--- src/rtl/mult_pipe_pkg.sv ---
// mult_pipe_pkg: shared constants for mult_pipe_hs (pipeline depth, widest product) and the Baugh-Wooley correction-constant helper
package mult_pipe_pkg;
  localparam int STAGES = 3;
  localparam int MAX_PW = 64;
  function automatic logic [MAX_PW-1:0] bw_corr(input int w);
    return (MAX_PW'(1) << w) | (MAX_PW'(1) << (2 * w - 1));
  endfunction
endpackage

--- src/rtl/mult_pipe_hs_if.sv ---
// mult_pipe_hs_if: operand/result handshake bundle; master = producer+consumer side, slave = multiplier side (in_valid/x/y/signed/tag, out_ready in; in_ready, out_valid/prod/tag out)
interface mult_pipe_hs_if #(
  parameter int WIDTH = 8,
  parameter int TAG_W = 4
);
  logic               in_valid;
  logic               in_ready;
  logic [WIDTH-1:0]   in_x;
  logic [WIDTH-1:0]   in_y;
  logic               in_signed;
  logic [TAG_W-1:0]   in_tag;
  logic               out_valid;
  logic               out_ready;
  logic [2*WIDTH-1:0] out_prod;
  logic [TAG_W-1:0]   out_tag;
  modport master (
    output in_valid, in_x, in_y, in_signed, in_tag, out_ready,
    input  in_ready, out_valid, out_prod, out_tag
  );
  modport slave (
    input  in_valid, in_x, in_y, in_signed, in_tag, out_ready,
    output in_ready, out_valid, out_prod, out_tag
  );
endinterface

--- src/rtl/mult_pipe_hs_prefix_adder.sv ---
// prefix_adder_w: N-bit Sklansky parallel-prefix adder (a, b in; sum out, carry-in 0, carry-out dropped) built from GREY/BLACK cells
module prefix_adder_w #(
  parameter int N = 16
) (
  input  logic [N-1:0] a,
  input  logic [N-1:0] b,
  output logic [N-1:0] sum
);
  localparam int L = $clog2(N);
  always_comb begin
    logic [N-1:0] h, g, p, g_n, p_n;
    int j;
    h = a ^ b;
    g = a & b;
    p = h;
    for (int l = 0; l < L; l++) begin
      g_n = g;
      p_n = p;
      for (int i = 0; i < N; i++) begin
        if (((i >> l) & 1) == 1) begin
          j = ((i >> l) << l) - 1;
          g_n[i] = g[i] | (p[i] & g[j]);
          p_n[i] = (i < (2 << l)) ? p[i] : p[i] & p[j];
        end
      end
      g = g_n;
      p = p_n;
    end
    sum = h ^ {g[N-2:0], 1'b0};
  end
endmodule

--- src/rtl/mult_pipe_hs.sv ---
// mult_pipe_hs: 3-stage signed/unsigned multiplier (S1 partial products, S2 carry-save, S3 prefix add) with tag passthrough; clk, rst, bus (mult_pipe_hs_if.slave)
module mult_pipe_hs
  import mult_pipe_pkg::*;
#(
  parameter int WIDTH = 8,
  parameter int TAG_W = 4
) (
  input logic          clk,
  input logic          rst,
  mult_pipe_hs_if.slave bus
);
  localparam int PW = 2 * WIDTH;
  localparam logic [PW-1:0] CORR = PW'(bw_corr(WIDTH));
  typedef struct packed {
    logic [WIDTH-1:0][WIDTH-1:0] pp;
    logic                        sgn;
    logic [TAG_W-1:0]            tag;
  } s1_t;
  typedef struct packed {
    logic [PW-1:0]    row_a;
    logic [PW-1:0]    row_b;
    logic [TAG_W-1:0] tag;
  } s2_t;
  logic v1, v2, v3, adv1, adv2, adv3;
  s1_t s1, s1_n;
  s2_t s2, s2_n;
  logic [PW-1:0] sum;
  assign adv3 = !v3 || bus.out_ready;
  assign adv2 = !v2 || adv3;
  assign adv1 = !v1 || adv2;
  assign bus.in_ready = adv1;
  assign bus.out_valid = v3;
  always_comb begin
    s1_n = '0;
    s1_n.sgn = bus.in_signed;
    s1_n.tag = bus.in_tag;
    for (int i = 0; i < WIDTH; i++)
      for (int j = 0; j < WIDTH; j++)
        s1_n.pp[i][j] = (bus.in_x[j] & bus.in_y[i]) ^ (bus.in_signed && ((i == WIDTH - 1) != (j == WIDTH - 1)));
  end
  always_comb begin
    logic [PW-1:0] s, c, r, t;
    s = PW'(s1.pp[0]);
    c = PW'(s1.pp[1]) << 1;
    for (int k = 2; k < WIDTH; k++) begin
      r = PW'(s1.pp[k]) << k;
      t = s ^ c ^ r;
      c = ((s & c) | (s & r) | (c & r)) << 1;
      s = t;
    end
    r = s1.sgn ? CORR : '0;
    t = s ^ c ^ r;
    c = ((s & c) | (s & r) | (c & r)) << 1;
    s2_n = '{row_a: t, row_b: c, tag: s1.tag};
  end
  prefix_adder_w #(.N(PW)) u_add (
    .a  (s2.row_a),
    .b  (s2.row_b),
    .sum(sum)
  );
  always_ff @(posedge clk) begin
    if (rst) begin
      v1 <= 1'b0;
      v2 <= 1'b0;
      v3 <= 1'b0;
      bus.out_prod <= '0;
      bus.out_tag <= '0;
    end else begin
      if (adv1) v1 <= bus.in_valid;
      if (adv2) v2 <= v1;
      if (adv3) v3 <= v2;
      if (adv3 && v2) begin
        bus.out_prod <= sum;
        bus.out_tag <= s2.tag;
      end
    end
  end
  always_ff @(posedge clk) begin
    if (adv1 && bus.in_valid) s1 <= s1_n;
    if (adv2 && v1) s2 <= s2_n;
  end
endmodule
--- src/flat_wrapper.sv ---
// flat-port wrapper written by rule: the top's interface ports become plain ports
module mult_pipe_hs_flat import mult_pipe_pkg::*;
#(
  parameter int WIDTH = 8,
  parameter int TAG_W = 4
)
  (clk, rst, bus_in_valid, bus_in_x, bus_in_y, bus_in_signed, bus_in_tag, bus_out_ready, bus_in_ready, bus_out_valid, bus_out_prod, bus_out_tag);
  mult_pipe_hs_if #(.WIDTH(WIDTH), .TAG_W(TAG_W)) bus_i ();
  input logic clk;
  input logic rst;
  input wire logic [$bits(bus_i.in_valid)-1:0] bus_in_valid;
  input wire logic [$bits(bus_i.in_x)-1:0] bus_in_x;
  input wire logic [$bits(bus_i.in_y)-1:0] bus_in_y;
  input wire logic [$bits(bus_i.in_signed)-1:0] bus_in_signed;
  input wire logic [$bits(bus_i.in_tag)-1:0] bus_in_tag;
  input wire logic [$bits(bus_i.out_ready)-1:0] bus_out_ready;
  output wire logic [$bits(bus_i.in_ready)-1:0] bus_in_ready;
  output wire logic [$bits(bus_i.out_valid)-1:0] bus_out_valid;
  output wire logic [$bits(bus_i.out_prod)-1:0] bus_out_prod;
  output wire logic [$bits(bus_i.out_tag)-1:0] bus_out_tag;
  assign bus_i.in_valid = bus_in_valid;
  assign bus_i.in_x = bus_in_x;
  assign bus_i.in_y = bus_in_y;
  assign bus_i.in_signed = bus_in_signed;
  assign bus_i.in_tag = bus_in_tag;
  assign bus_i.out_ready = bus_out_ready;
  assign bus_in_ready = bus_i.in_ready;
  assign bus_out_valid = bus_i.out_valid;
  assign bus_out_prod = bus_i.out_prod;
  assign bus_out_tag = bus_i.out_tag;
  mult_pipe_hs #(.WIDTH(WIDTH), .TAG_W(TAG_W)) u_core (.clk(clk), .rst(rst), .bus(bus_i));
endmodule
--- config.mk ---
export PLATFORM = sky130hd
export DESIGN_NAME = mult_pipe_hs_flat
export DESIGN_NICKNAME = d
export VERILOG_FILES = /design/src/rtl/mult_pipe_pkg.sv /design/src/rtl/mult_pipe_hs_if.sv /design/src/rtl/mult_pipe_hs_prefix_adder.sv /design/src/rtl/mult_pipe_hs.sv /design/src/flat_wrapper.sv
export SDC_FILE = /design/constraint.sdc
export NUM_CORES = 1
export LEC_CHECK = 0
export BUFFER_PORTS_ARGS = -buffer_cell sky130_fd_sc_hd__buf_2
export CAP_MARGIN = 15
export CORE_MARGIN = 4
export CORE_UTILIZATION = 55
export CTS_CLUSTER_DIAMETER = 120
export CTS_CLUSTER_SIZE = 20
export DETAILED_ROUTE_END_ITERATION = 10
export GPL_ROUTABILITY_DRIVEN = 0
export MAX_ROUTING_LAYER = met4
export PLACE_DENSITY = 0.83
export SYNTH_ARGS = -nofsm -noshare
export SYNTH_HDL_FRONTEND = slang
export SYNTH_HIERARCHICAL = 1
export SYNTH_SLANG_ARGS = --single-unit
--- constraint.sdc ---
create_clock -name clk -period 5.75 [get_ports clk]
set_clock_uncertainty 0.1 [all_clocks]
set_input_delay 0.2875 -clock clk [delete_from_list [all_inputs] [get_ports clk]]
set_output_delay 0.2875 -clock clk [all_outputs]
set_load 0.01 [all_outputs]
# After elaboration in Yosys (flattened, before gate mapping)
# Index checks and enable logic that the tools add are counted.
# totals
inputBits	25
ff_bits	127
wordCells	228
output_inout_bits	22
# op_classes
reduce_logical	9
mux	1
n_bitwise	200
# ops
operator	count
$or A15 B15 Y15	13
$and A15 B15 Y15	11
$xor A16 B16 Y16	9
$and A1 B1 Y1	106
$and A15 B11 Y15	2
$and A15 B12 Y15	2
$and A15 B13 Y15	2
$and A15 B14 Y15	2
$or A1 B1 Y1	28
$mux W16	1
$xor A16 B11 Y16	1
$xor A16 B12 Y16	1
$xor A16 B13 Y16	1
$xor A16 B14 Y16	1
$xor A16 B15 Y16	1
$or A15 B10 Y15	1
$xor A1 B1 Y1	14
$and A8 B10 Y10	1
$and A9 B10 Y10	1
$xor A9 B10 Y10	1
$and A8 B9 Y9	1
$xor A8 B9 Y9	1
$logic_and A1 B1 Y1	3
$logic_not A1 Y1	3
$logic_or A1 B1 Y1	3

# Longest topological paths before layout
# depth
word_depth	21
depth_mapped	11
ltp_nobuf	11

# Hierarchy
# The synthesis kept the hierarchy.
# modules_own_cells
module	seq_area_each_um2	cells_per_inst	instances	area_each_um2
mult_pipe_hs	3373.2	376	1	5627.9
prefix_adder_w	0.0	63	1	559.3

# Worst setup path before layout
# No wires, ideal clock.
# synth_timing
path_kind	register to register
start	register u_core.v2
end	register u_core/s1[0] (netlist bit), enable pin
arrival_ns	4.124
t_required_ns	5.113
period_less_slack_ns	4.762
path_stages_with_launch	2
setup_time_ns	0.537
path_buffers	0
path_slack_ns	0.988
path_cell_list	dfxtp_1 a31oi_1
# synth_via
elab_chain_cells	4
# synth_rtl
item	line_no	rtl
from (decl)	mult_pipe_hs.sv:24	logic v1, v2, v3, adv1, adv2, adv3;
from (signal assigned)	mult_pipe_hs.sv:70	if (adv2) v2 <= v1;
$logic_not A1 Y1	mult_pipe_hs.sv:29	assign adv2 = !v2 || adv3;
$logic_or A1 B1 Y1	mult_pipe_hs.sv:29	
$logic_or A1 B1 Y1	mult_pipe_hs.sv:30	assign adv1 = !v1 || adv2;
$logic_and A1 B1 Y1	mult_pipe_hs.sv:79	if (adv1 && bus.in_valid) s1 <= s1_n;
to (signal assigned)	mult_pipe_hs.sv:79	
to (decl)	mult_pipe_hs.sv:25	s1_t s1, s1_n;
# No other way between the ends.
# A chain may end at the register's enable or synchronous reset.

==> flow_metrics.env <==
export IMPL_die_x_um=114
export IMPL_layout_nets=608
export IMPL_path_clk_slew_ns=0.06
export IMPL_cts_tree="built"
export IMPL_ys_types=34
export IMPL_synthCells=439
export IMPL_syn_area_um2=6190
export IMPL_finalHoldViolCount=0
export IMPL_cp_arrival_ns=4.22
export IMPL_grt_max_degree=70
export IMPL_ir_worst_vdd_mv=0.362
export IMPL_wl_per_cell_um=15.5
export IMPL_start_kind="register"
export IMPL_antenna_found_initial=0
export IMPL_drc_errors=0
export IMPL_clock_path_buffers=2
export IMPL_power_leakage_nw=2.97
export IMPL_final_common_cell="edfxtp_1"
export IMPL_path_max_fanout=1
export IMPL_cts_sinks=120
export IMPL_port_buffer_count=46
export IMPL_postSynthAreaPerCell_um2=14.1
export IMPL_setup_tns_ns=0
export IMPL_rrSetupSlack_ns=1.59
export IMPL_grt_pass1_vias=3611
export IMPL_fp_row_count=38
export IMPL_post_route_min_period_ns=4.16
export IMPL_max_cap_violations=0
export IMPL_die_h_um=114
export IMPL_path_class="register to register"
export IMPL_status="complete, no violations"
export IMPL_fin_util_pct=66.4
export IMPL_ys_warn_count=6
export IMPL_relSlewSlack_pct=41.0
export IMPL_numCtsBuffers=17
export IMPL_worstSkewPairLatency_ns=0.42
export IMPL_min_path_type="input port to register"
export IMPL_n_antenna_cell=0
export IMPL_maxSlewViolCount=0
export IMPL_drive_gt1_share_pct=16.3
export IMPL_cts_root_buf="clkbuf_16"
export IMPL_core_um2=10900
export IMPL_totalWireLength_mm=10.3
export IMPL_endpoint_kind="register"
export IMPL_synth_seq_cells=120
export IMPL_start_util_pct=56.6
export IMPL_vias_per_cell=5.03
export IMPL_power_density_nw_per_um2=464
export IMPL_final_cell_mix="edfxtp_1 (97), and2_1 (50), buf_2 (46), fa_1 (46), inv_1 (45)"
export IMPL_drtPass1Iterations=7
export IMPL_fin_crit_sh_pct=72.3
export IMPL_hpwl_mm=6.88
export IMPL_track_usage_pct=18.3
export IMPL_cp_required_ns=5.81
export IMPL_die_area_um2=13000
export IMPL_fmax_ghz=0.240
export IMPL_grt_setup_unrepaired="no"
export IMPL_ant_nets=0
export IMPL_synth_seq_area_share_pct=54.5
export IMPL_grt_pass1_wl_mm=17.4
export IMPL_ioPinCount=47
export IMPL_htree_levels=4
export IMPL_worst_hold_slack_ns=0.0841
export IMPL_finalSetupViolCount=0
export IMPL_drt_initial_drc_count=206
export IMPL_dr_total_vias=3331
export IMPL_global_route_overflow_total=0
export IMPL_worst_pin_slew_ns=0.885
export IMPL_syn_to_final_growth_pct=17.4
-- timing repair --
action,4_1_cts,5_1_grt
endpoints found under the hold margin,4,0
buffers inserted,0,0
hold buffers,4,0
gates resized for setup,0,0
-- worst max-delay path, cell delays in order (launching register included) --
cell	delay (ns)
edfxtp_1	0.39
fa_1	0.58
fa_1	0.43
fa_1	0.52
fa_1	0.45
fa_1	0.53
inv_1	0.06
fa_1	0.35
inv_1	0.08
fa_1	0.42
-- area by class of cell --
class | instances | area (um2)
clock buffer | 24 | 567
fill | 767 | 3670
clock inverter | 8 | 73.8
sequential | 120 | 3370
tap | 140 | 175
inverter | 45 | 169
multi-input combinational | 273 | 2620
timing repair buffer | 52 | 285
-- sequential cells by signal (all words and copies together) (netlist names) --
register and flops:
u_core/bus.out_prod 16, u_core/bus.out_tag 4, u_core/bus.out_valid 1, u_core/s1 69, u_core/s2 28, u_core/v1 1
u_core/v2 1
-- cell usage after synthesis (all sizes together) --
library cell  count  share of area (%)
a211oi            1               0.12
a21boi            1               0.12
a21o              3               0.36
a21oi             6               0.49
a221o             1               0.16
a311oi            1               0.24
a31oi             1               0.10
a41oi             1               0.14
and2             50                5.1
and3              2               0.20
buf               4               0.85
clkbuf            6               0.36
conb              1              0.061
dfxtp            23                7.4
edfxtp           97                 47
fa               46                 15
ha               28                5.7
inv              45                2.7
mux2i            20                3.2
nand2            17                1.0
nand2b           41                4.1
nand3             2               0.16
nand4             1               0.10
nor2              5               0.30
nor2b             2               0.44
o211ai            2               0.24
o21ai             4               0.32
o21bai            1               0.12
o221ai            1               0.14
xnor2            20                2.8
xor2              6               0.85
-- kinds of logic (layout without fill, tap and decap cells) --
| kind of cell | after synthesis | count (layout) | synth area share (%) |
|---|---|---|---|
| other cells | 1 | 10 | 0.0606 |
| xor+xnor | 26 | 26 | 3.68 |
| mux | 20 | 20 | 3.24 |
| compound gates | 23 | 23 | 2.57 |
| fa+ha+maj | 74 | 74 | 20.5 |
| flops | 120 | 120 | 54.5 |
| simple gates | 120 | 120 | 11.4 |
| buf+inv | 55 | 129 | 3.94 |
-- power by group --
part           total [mW]  internal, mW  leakage (nW)  switching, mW
combinational        1.08         0.486          1.53          0.591
sequential           1.19          1.14          1.12         0.0491
clock                1.10         0.731         0.319          0.373
total                3.37          2.36          2.97           1.01
-- per-stage QoR --
step | setup slack (ns) | power (mW) | instance area [um2] | std cells
2_1_floorplan | 0.988 | 1.97 | 6220 | 448
3_3_place_gp | 1.73 | 2.16 | 6590 | 626
4_1_cts | 1.56 | 3.41 | 7270 | 662
6_report | 1.59 | 3.37 | 7270 | 662
5_1_grt | 1.47 | 3.64 | 7270 | 662
3_5_place_dp | 1.60 | 2.23 | 6590 | 626
-- worst paths after layout --
check                  endpoint  depth (start not counted)          start
setup / recovery  u_core/s2[28]                          9  u_core/s1[12]
hold / removal        u_core/v1                          3   bus_in_valid
setup reg to reg  u_core/s2[28]                          9  u_core/s1[12]
hold reg to reg    u_core/s2[2]                          0   u_core/s1[2]
-- routing by layer --
| metal | part of all wire, % | track usage, % |
|---|---|---|
| met1 | 41 | 20.7 |
| met2 | 54 | 30.2 |
| met3 | 4.1 | 6.03 |
| met4 | 1.2 | 6.89 |
| met5 | 0 | - |
Power figures use the tool's default switching activity.
